==> config.mk <==
export PLATFORM = sky130hd
export DESIGN_NAME = button_debouncer
export DESIGN_NICKNAME = d
export VERILOG_FILES = /design/src/rtl/button_debouncer.sv
export SDC_FILE = /design/constraint.sdc
export NUM_CORES = 1
export LEC_CHECK = 0
export CAP_MARGIN = 5
export CORE_MARGIN = 1.5
export CORE_UTILIZATION = 45
export DETAILED_ROUTE_END_ITERATION = 10
export GPL_ROUTABILITY_DRIVEN = 1
export PLACE_DENSITY_LB_ADDON = 0.08
export SLEW_MARGIN = 20
export SYNTH_ARGS = -nofsm -noshare
export SYNTH_HDL_FRONTEND = slang
export SYNTH_SLANG_ARGS = --single-unit
==> constraint.sdc <==
create_clock -name clk -period 1.5 [get_ports clk]
set_clock_uncertainty 0.05 [all_clocks]
set_input_delay 0.3 -clock clk [delete_from_list [all_inputs] [get_ports clk]]
set_output_delay 0.3 -clock clk [all_outputs]
set_load 0.01 [all_outputs]
==> src/rtl/button_debouncer.sv <==
// Two-flop synchroniser plus four-state stability filter for a bouncing button.
// Define DEBOUNCER_INVERT_INPUT_EN to invert signal_input ahead of the synchroniser.
module button_debouncer #(
   parameter int STABLE_CYCLES = 50000,
   parameter int COUNTER_WIDTH = 16
) (
   input  logic clk,
   input  logic sync_reset,
   input  logic signal_input,
   output logic signal_output,
   output logic pending
);

   typedef enum logic [1:0] {
      STABLE_LOW,
      PENDING_HIGH,
      STABLE_HIGH,
      PENDING_LOW
   } state_e;

   localparam logic [COUNTER_WIDTH-1:0] CntLast = COUNTER_WIDTH'(STABLE_CYCLES - 1);
   localparam logic [COUNTER_WIDTH-1:0] CntOne  = COUNTER_WIDTH'(1);

   logic raw;
   logic ff1_q, ff2_q;
   state_e state_q, state_d;
   logic [COUNTER_WIDTH-1:0] cnt_q, cnt_d;
   logic out_q, out_d;
   logic pend_q, pend_d;

`ifdef DEBOUNCER_INVERT_INPUT_EN
   assign raw = ~signal_input;
`else
   assign raw = signal_input;
`endif

   always_ff @(posedge clk) begin
      if (sync_reset) begin
         ff1_q   <= 1'b0;
         ff2_q   <= 1'b0;
         state_q <= STABLE_LOW;
         cnt_q   <= '0;
         out_q   <= 1'b0;
         pend_q  <= 1'b0;
      end else begin
         ff1_q   <= raw;
         ff2_q   <= ff1_q;
         state_q <= state_d;
         cnt_q   <= cnt_d;
         out_q   <= out_d;
         pend_q  <= pend_d;
      end
   end

   // Counter is cleared on every state entry, so it never exceeds CntLast.
   always_comb begin
      state_d = state_q;
      cnt_d   = cnt_q;
      out_d   = out_q;
      pend_d  = pend_q;
      unique case (state_q)
         STABLE_LOW: begin
            if (ff2_q) begin
               state_d = PENDING_HIGH;
               cnt_d   = '0;
               pend_d  = 1'b1;
            end
         end
         PENDING_HIGH: begin
            if (!ff2_q) begin
               state_d = STABLE_LOW;
               cnt_d   = '0;
               pend_d  = 1'b0;
            end else if (cnt_q == CntLast) begin
               state_d = STABLE_HIGH;
               cnt_d   = '0;
               out_d   = 1'b1;
               pend_d  = 1'b0;
            end else begin
               cnt_d = cnt_q + CntOne;
            end
         end
         STABLE_HIGH: begin
            if (!ff2_q) begin
               state_d = PENDING_LOW;
               cnt_d   = '0;
               pend_d  = 1'b1;
            end
         end
         PENDING_LOW: begin
            if (ff2_q) begin
               state_d = STABLE_HIGH;
               cnt_d   = '0;
               pend_d  = 1'b0;
            end else if (cnt_q == CntLast) begin
               state_d = STABLE_LOW;
               cnt_d   = '0;
               out_d   = 1'b0;
               pend_d  = 1'b0;
            end else begin
               cnt_d = cnt_q + CntOne;
            end
         end
         default: begin
            state_d = STABLE_LOW;
            cnt_d   = '0;
            out_d   = 1'b0;
            pend_d  = 1'b0;
         end
      endcase
   end

   assign signal_output = out_q;
   assign pending       = pend_q;

endmodule

==> key figures <==
Timing
  • Max-slew headroom: 0.7424
  • Hold WS: just over 0.4 ns
  • Final setup violation count: 7
  • Tightest Pin Transition: roughly 0.38 ns
  • Slack of the critical path: -0.04558 ns
  • Max-slew violations: 0
  • Min Clock Period, post-route: 1.546 ns
  • RSZ-0062 raised after global routing: yes
  • Fin crit share: 1.030
  • Fmax: between 0.6 and 0.7 GHz
  • Final Hold Vio Count: 0

Clock tree
  • CTS Hold Bufs: 0
  • Clock tree buffer depth: 2
  • Clk sinks: 22
  • Clock latency on the worst-skew pair: ~0.32 ns
  • CTS Buf Count: 3
  • CTS tree: yes
  • H-tree Lvls: 1
  • Reg clk slew, reported paths: 0.14 ns
  • Root buf cell: clkbuf_4

Yosys
  • Yosys reg bits: 22
  • Syn_area_per_cell: roughly 9 um2
  • Synthesized net count: roughly 130
  • Count of flip-flops with a built-in enable after synthesis: 0
  • Area contributors post-synth: dfxtp_1, xor2_1, and4_1
  • Unique cell type count in the Yosys netlist: 40
  • Syn Std Cell Area: between 1000 and 1500 um2
  • Top-area cell type share of the netlist area: 0.3920
  • Post-synth top area cell: dfxtp_1
  • Async SR Flop Fraction: 0
  • Post-Syn Instances: ~130
  • Seq/Total Area, Yosys: 0.3920
  • YS warnings: 0
  • Primary FF master, synth: dfxtp_1

Place
  • Place WS: -0.1159 ns
  • Post-DP Area: approximately 1400 um2
  • IO Port Bufs: 4
  • Hpwl dp: around 2.0 mm
  • Routability cong.: 0.8442

Critical path
  • Reg2Reg Launch Point: cnt_q[4]
  • Startpoint types: flip-flop
  • CP peak stage delay: ~0.37 ns
  • Worst Reg-to-Reg Cells: 6
  • Critical path cell sequence: nor4_2 > buf_4 > nand4_1 > buf_6 > buf_4 > and3_1
  • Crit Path Category: flip-flop to flip-flop
  • Buf/Inv on CP: 3
  • Critical path fanouts, max: 4
  • Worst path slowest cell: dfxtp_2
  • RR Endpoint: state_q[0]
  • Cell repeated most along the worst path: buf_4
  • Crit end category: flip-flop
  • CP top delay family: simple AND/OR/NAND/NOR gates
  • R2R Setup Slk: -0.05 ns
  • Worst EP required: around 1.7 ns
  • Crit path DAT: between 1.5 and 2 ns

Worst hold path
  • Worst hold stages: 1
  • Tightest Hold Check Type: flip-flop to flip-flop
  • Hold path startpoint: ff1_q
  • Hold Path Sink: ff2_q

Die
  • Core Region: about 2300 um2
  • Row Count: 17
  • Ports: 5
  • Initial Utilization: 0.4937
  • Die X: about 53 um
  • Die footprint: 2806 um2
  • DIE HEIGHT: around 53 um

Cells and area
  • Area Growth Syn to Fin: 40.65%
  • Final nets: between 150 and 200
  • Most common library cell in the layout ignoring fill and taps: buf_4
  • N_diodes: 0
  • Layout cells sized above 1: 0.3951
  • Most frequent cells in the layout: buf_4, dfxtp_1, nor2_1, dfxtp_2, xor2_1
  • Post-Route Utilization: 0.6943
  • Final Cell Area: 1580 um2

Drt
  • 1st-iter DRT viols: 43
  • Routed length per instance: around 16 um
  • Avg Vias per Cell: 5.874
  • DRC errors left: 0
  • TritonRoute pass-1 iters: 5
  • Final WL: just over 3 mm
  • DR vias: 1116
  • DRT antenna net count: 0

Global route
  • Antenna violations before repair: 0
  • Vias in the first global route: roughly 1100
  • Largest net degree at the start of global routing: 14
  • Gr ovfl total: 0
  • GRT Total Usage: 0.2496
  • First-pass GRT wire length: 4.954 mm

Power
  • PwrDens: just over 700 nW/um2
  • Static Leak: 0.6358 nW
  • Peak VDD IR: between 400 and 500 uV

Status
  • Failing checks: setup timing
  • Outcome: complete, but fails checks

Job
  • Max cap viols: 0
## registers in the layout, summed over array words and instances, names as in the netlist, named ones only
name           cells
cnt_q             16
ff1_q              1
ff2_q              1
pending            1
signal_output      1
state_q            1
## how the worst max path moves through the flow
stage,start,to,slack (ns),cells past startpoint
6_report,cnt_q[4],state_q[0],-0.05,6
5_1_grt,cnt_q[4],cnt_q[14],-0.09,5
4_1_cts,cnt_q[1],cnt_q[10],0.001,5
3_5_place_dp,cnt_q[5],cnt_q[7],-0.12,5
3_3_place_gp,cnt_q[5],cnt_q[5],-0.04,5
2_1_floorplan,cnt_q[0],cnt_q[10],0.01,6
## metrics by stage
step	power, mW	instances	TNS (ns)
after global placement	0.6736	183	-0.4236
final	1.141	190	-0.1517
after global routing	1.180	190	-0.9602
after floorplan	0.6449	125	0
after detailed placement	0.6758	183	-1.327
after CTS	1.143	189	0
## worst reg2reg max path: cells and delay by family, from the launching register on
| family | cells | cell delay (ns) |
|---|---|---|
| AND/OR/NAND/NOR | 3 | 0.58 |
| buffers and inverters | 3 | 0.47 |
| flip-flops | 1 | 0.37 |
## area by class of cell
class | count | area [um2]
well taps | 28 | 35.03
clock buffers | 3 | 22.52
fillers | 174 | 695.7
inverters | 3 | 11.26
flip-flops and latches | 22 | 452.9
multi-input cells | 94 | 720.7
repair buffers | 39 | 307.8
clock inverters | 1 | 30.03
## routing by layer
layer | wire length (um) | GRT usage | share of wire
met4 | 29 | 0.08547 | 0.0095
met2 | 1499 | 0.4125 | 0.49
met5 | 0 | 0 | 0
met1 | 1429 | 0.3322 | 0.47
met3 | 87 | 0.03390 | 0.029
## power breakdown
part / switching [mW] / total (mW) / internal [mW] / leakage (nW)
registers: 0.00734 / 0.599 / 0.592 / 0.183
logic: 0.0399 / 0.0746 / 0.0347 / 0.425
clock network: 0.196 / 0.467 / 0.270 / 0.0279
total: 0.244 / 1.14 / 0.897 / 0.636
## what timing repair did
item                                    4_1_cts  5_1_grt
buffers inserted                              1        1
endpoints found under the setup margin       19       20
pin swaps                                     2        4
gates cloned                                  1        0
resized for setup                            15       12
## synth_stat cells, types with 3 or more instances
cell type	instances
clkbuf_1	3
and3_1	5
inv_1	3
nor2_1	12
nand3_1	5
dfxtp_1	22
xor2_1	8
or3_1	3
nor2b_1	3
o2111ai_1	5
o21ai_0	4
nand4_1	5
nand2_1	6
a21oi_1	5
and4_1	6
## cells by family after synthesis
group | after synthesis | synth area share
and+or+nand+nor | 55 | 0.2862
AOI/OAI and AO/OA | 26 | 0.1715
DFF | 22 | 0.3920
xor gates and xnor gates | 10 | 0.08464
buffers and inverters | 10 | 0.04566
muxes | 1 | 0.008909
adders and majority gates | 1 | 0.01113
(Power assumes the default switching activity.)
==> patch 1 (same flow settings) <==
Register the output `pending` once more, with the module's reset; this adds one clock of latency there. The other outputs are not delayed to match.
--- a/src/rtl/button_debouncer.sv
+++ b/src/rtl/button_debouncer.sv
@@ -113,3 +113,9 @@
    assign signal_output = out_q;
-   assign pending       = pend_q;
+   always_ff @(posedge clk) begin
+      if (sync_reset) begin
+         pending <= '0;
+      end else begin
+         pending <= pend_q;
+      end
+   end
 
Check against the original RTL: not equivalent (a bounded check fails within 4 cycles, from zero or initial values and one cycle with sync_reset high).
==> patch 1 against the unedited design <==
Count of clock-buffer cells in the layout stayed put; power is 13% lower; critical endpoint is now cnt_q[4]$_SDFFE_PP0P_; the run still ends with setup timing left; area after synthesis is 4.9% lower; design area is 4.4% lower; sequential cell count is 1 higher; clock power is 39% lower; highest routed layer unchanged; sequential power is 4.7% higher; first-iteration DRC count is 21% lower; wire length is 13% lower; worst setup slack worse by 0.29 ns.
==> patch 1: results (changes against the unedited design) <==
[placement]
portBuffers = 4  ; unchanged
gp_congestion = 0.911  ; +7.9%
pre_cts_slack_ns = -0.377  ; -0.262 ns
dp_hpwl_um = 2020  ; +0.92%

[grt]
first_global_vias = 1011  ; -7.5%
grt_first_pass_wirelength_um = 4580  ; -7.5%
grtUsageTotal = 0.227  ; -0.0227
grt_max_degree = 23  ; +9
grt_antenna_before_repair = 0  ; unchanged

[timing]
hold_ws_ns = 0.409  ; +0.00656 ns
worstMarginPinSlew_ns = 0.403  ; +0.0182 ns
fin_ws_ns = -0.339  ; -0.294 ns
final-setup-viol-count = 20  ; +13

[power]
peakVddDrop_mv = 0.750  ; +57%
total_leakage_power_nw = 0.586  ; -7.9%
power.switching_uw = 231  ; -5.2%

[hold_path]
whs_endpoint = ff2_q$_SDFF_PP0_
hold_depth = 1  ; unchanged
worstHoldStart = ff1_q$_SDFF_PP0_
hold_path_class = reg2reg

[logic_synthesis]
yosys-top-cells-area = dfxtp_1 43%, a31oi_1 5.3%, nand2_1 4.9%
ys_seq_area_frac = 0.431  ; +0.0389
syn_nets = 130  ; +0.78%
netlist_top_cells_count = 23 x dfxtp_1, 14 x nand2_1, 10 x a21oi_1, 10 x nand3_1
async_flop_share = 0  ; unchanged
ys.flop_type = dfxtp_1
yosys_warnings = 0  ; unchanged
synth.distinct_cells = 35  ; -13%

[floorplan]
dieArea_um2 = 2680  ; -4.6%

[critical_path]
r2r-start = cnt_q[11]$_SDFFE_PP0P_
cp_data_arrival_time_ns = 1.98  ; +0.25 ns
path_max_fanout = 22  ; +18
cp_top_family = simple AND/OR/NAND/NOR gates
path_class = reg2reg
crit_path_max_incr_delay_ns = 0.55  ; +0.18 ns
r2r-end = cnt_q[4]$_SDFFE_PP0P_
rr_worst_depth = 6  ; unchanged
slowest_stage = or4b_4

[routing]
dr.pass1.iters = 4  ; -1
viasPerCell = 5.72  ; -2.7%
wirelength_um = 2650  ; -13%
drtIter0Drc = 34  ; -21%

[cells_and_area]
drive_gt1_frac = 0.361  ; -0.0336
antennaDiodeCount = 0  ; unchanged
fillers = 191  ; +9.8%
top_register = cnt_q
largest_reg_flops = 16  ; unchanged
fin_nets = 171  ; +2.4%

[cts]
clk_pin_slew_ns = 0.13
cts_buffer_depth = 2  ; unchanged
root_buffer = clkbuf_4
cts_max_level = 1  ; unchanged
cts_buffers = 3  ; unchanged
clk_latency_ns = 0.31

[status]
status = finished with violations
violations = setup timing

[patch 1: layout make-up]
class | instances | area (um2) | area share
multi-input cells | 94 | 647 | 0.428
flip-flops and latches | 23 | 463 | 0.306
repair buffers | 40 | 320 | 0.212
well taps | 28 | 35.0 | 0.0232
clock buffers | 3 | 22.5 | 0.0149
inverters | 5 | 18.8 | 0.0124
clock inverters | 1 | 5.00 | 0.00331
[patch 1: kinds of logic (layout without fill, tap and decap cells)]
kind of cell,Yosys count,count (layout),share of synthesized area
and+or+nand+nor,57,57,0.296
AOI/OAI and AO/OA,33,33,0.194
DFF,23,23,0.431
buffers and inverters,9,49,0.0410
xor gates and xnor gates,2,2,0.0164
adders and majority gates,1,1,0.0117
muxes,1,1,0.00937
[patch 1: metal layers]
metal  up-vias  share of wire  global-route usage
li1        554              -                   -
met1       530           0.45               0.289
met2        21           0.49               0.378
met3         4          0.037              0.0603
met4         0          0.016              0.0614
met5         -              0                   0
[patch 1: what timing repair did]
action | 4_1_cts | 5_1_grt
endpoints found under the setup margin | 22 | 20
pin swaps | 2 | 0
gates resized for setup | 4 | 10
setup buffers | 0 | 2
[patch 1: stage by stage]
stage                util  cells  setup TNS (ns)  cell area, um2
floorplan               -    126           -5.90            1120
global placement    0.641    188           -5.89            1430
detailed placement  0.641    188           -6.38            1430
CTS                 0.657    192           -5.61            1470
global route        0.677    194           -7.23            1510
finish              0.677    194           -5.74            1510
[patch 1: worst max-delay path by stage]
stage | endpoint | slack (ns) | depth (start not counted)
detailed placement | cnt_q[15]$_SDFFE_PP0P_ | -0.38 | 6
finish | cnt_q[4]$_SDFFE_PP0P_ | -0.34 | 6
global placement | cnt_q[11]$_SDFFE_PP0P_ | -0.32 | 6
CTS | cnt_q[4]$_SDFFE_PP0P_ | -0.32 | 6
floorplan | cnt_q[11]$_SDFFE_PP0P_ | -0.35 | 7
global route | cnt_q[4]$_SDFFE_PP0P_ | -0.41 | 6
[patch 1: power by group through the flow]
stage	logic [mW]	clock network [mW]	registers (mW)
2_1_floorplan	0.0314	0	0.643
3_3_place_gp	0.0803	0	0.640
3_5_place_dp	0.0818	0	0.641
4_1_cts	0.0784	0.299	0.627
5_1_grt	0.0879	0.328	0.628
6_report	0.0807	0.285	0.627
==> patch 2 (config.mk and constraints unchanged) <==
Without the edit above. Set the parameter `COUNTER_WIDTH` to 14 (it was 16).
--- a/src/rtl/button_debouncer.sv
+++ b/src/rtl/button_debouncer.sv
@@ -4,3 +4,3 @@
    parameter int STABLE_CYCLES = 50000,
-   parameter int COUNTER_WIDTH = 16
+   parameter int COUNTER_WIDTH = 14
 ) (
Check against the original RTL: same outputs for any inputs over 10 cycles, from zero or initial values and one cycle with sync_reset high; that may be too few to reach the edited logic, so the function may still have changed.
==> patch 2 against the unedited design <==
The run still ends with setup timing left; non-clock buffer count is 9 lower; sequential cell count is 2 lower; design area is 8.1% lower; area after synthesis is 8.5% lower; wire length is 17% lower; first-iteration DRC count is 58% lower; power is 19% lower; sequential share of layout area is 0.24 points lower; worst setup slack worse by 0.057 ns; sequential power is 9.5% lower; utilization is 3.1 points lower; largest power group unchanged.
==> patch 2: results (changes against the unedited design) <==
[status]
status = finished with violations
violations = setup timing

[cts]
cts_setup_buffers = 0  ; -1
clk_pin_slew_ns = 0.12  ; -0.02 ns

[placement]
place_inst = 172  ; -6.0%

[cells_and_area]
largest_reg_flops = 14  ; -2
fillers = 187  ; +7.5%

[logic_synthesis]
syn-mean-instance-area_um2 = 8.43  ; -6.2%
synthMuxAreaShare = 0  ; -0.00891
yosys.area_share.adder = 0.0122  ; +0.00103
synth.top_cell.area_share = 0.389  ; -0.00269
ys_seq_area_frac = 0.389  ; -0.00269
netlist_top_cells_count = 20 x dfxtp_1, 12 x a31oi_1, 10 x nand2_1, 10 x nand3_1
synth.distinct_cells = 33  ; -18%
synth-xor-area-share = 0.0414  ; -0.0433

[grt]
grt_first_pass_wirelength_um = 4370  ; -12%
grtUsageMet3 = 0.0179  ; -0.0160

[critical_path]
startpoint = cnt_q[1]$_SDFFE_PP0P_

[power]
total_leakage_power_nw = 0.516  ; -19%

[routing]
dr_wl_met3_um = 84  ; -3.4%
drtIter0Drc = 18  ; -58%
wirelength_um = 2520  ; -17%

[timing]
final-setup-viol-count = 7  ; unchanged
fin_ws_ns = -0.103  ; -0.0575 ns
slew-limit-headroom = 0.809  ; +0.0663

[patch 2: cell count changes after synthesis, moves of 4 or more]
cell       before  now
nor2_1         12    6
and4_1          6    1
o2111ai_1       5    1
xor2_1          8    1
a31oi_1         2   12
nor3_1          0    4
nand2_1         6   10
nand3_1         5   10
[patch 2: area by class of cell]
cell class	count	share of cell area
multi-input combinational	92	0.464
sequential	20	0.284
timing repair buffer	30	0.187
clock buffer	4	0.0250
tap	28	0.0241
inverter	6	0.0155
[patch 2: stage by stage]
step | TNS, ns | hold WS (ns) | util
floorplan | -0.00146 | 0.364 | -
global placement | -1.03 | 0.381 | 0.575
detailed placement | -1.37 | 0.381 | 0.575
CTS | -0.600 | 0.412 | 0.600
global route | -0.938 | 0.431 | 0.663
finish | -0.252 | 0.402 | 0.663
[patch 2: worst reg2reg max path: stages, from the launching register on]
cell     delay [ns]
dfxtp_2        0.37
ha_4           0.14
nand4_1        0.13
or4_4          0.55
a31oi_1        0.15
o22ai_1        0.09
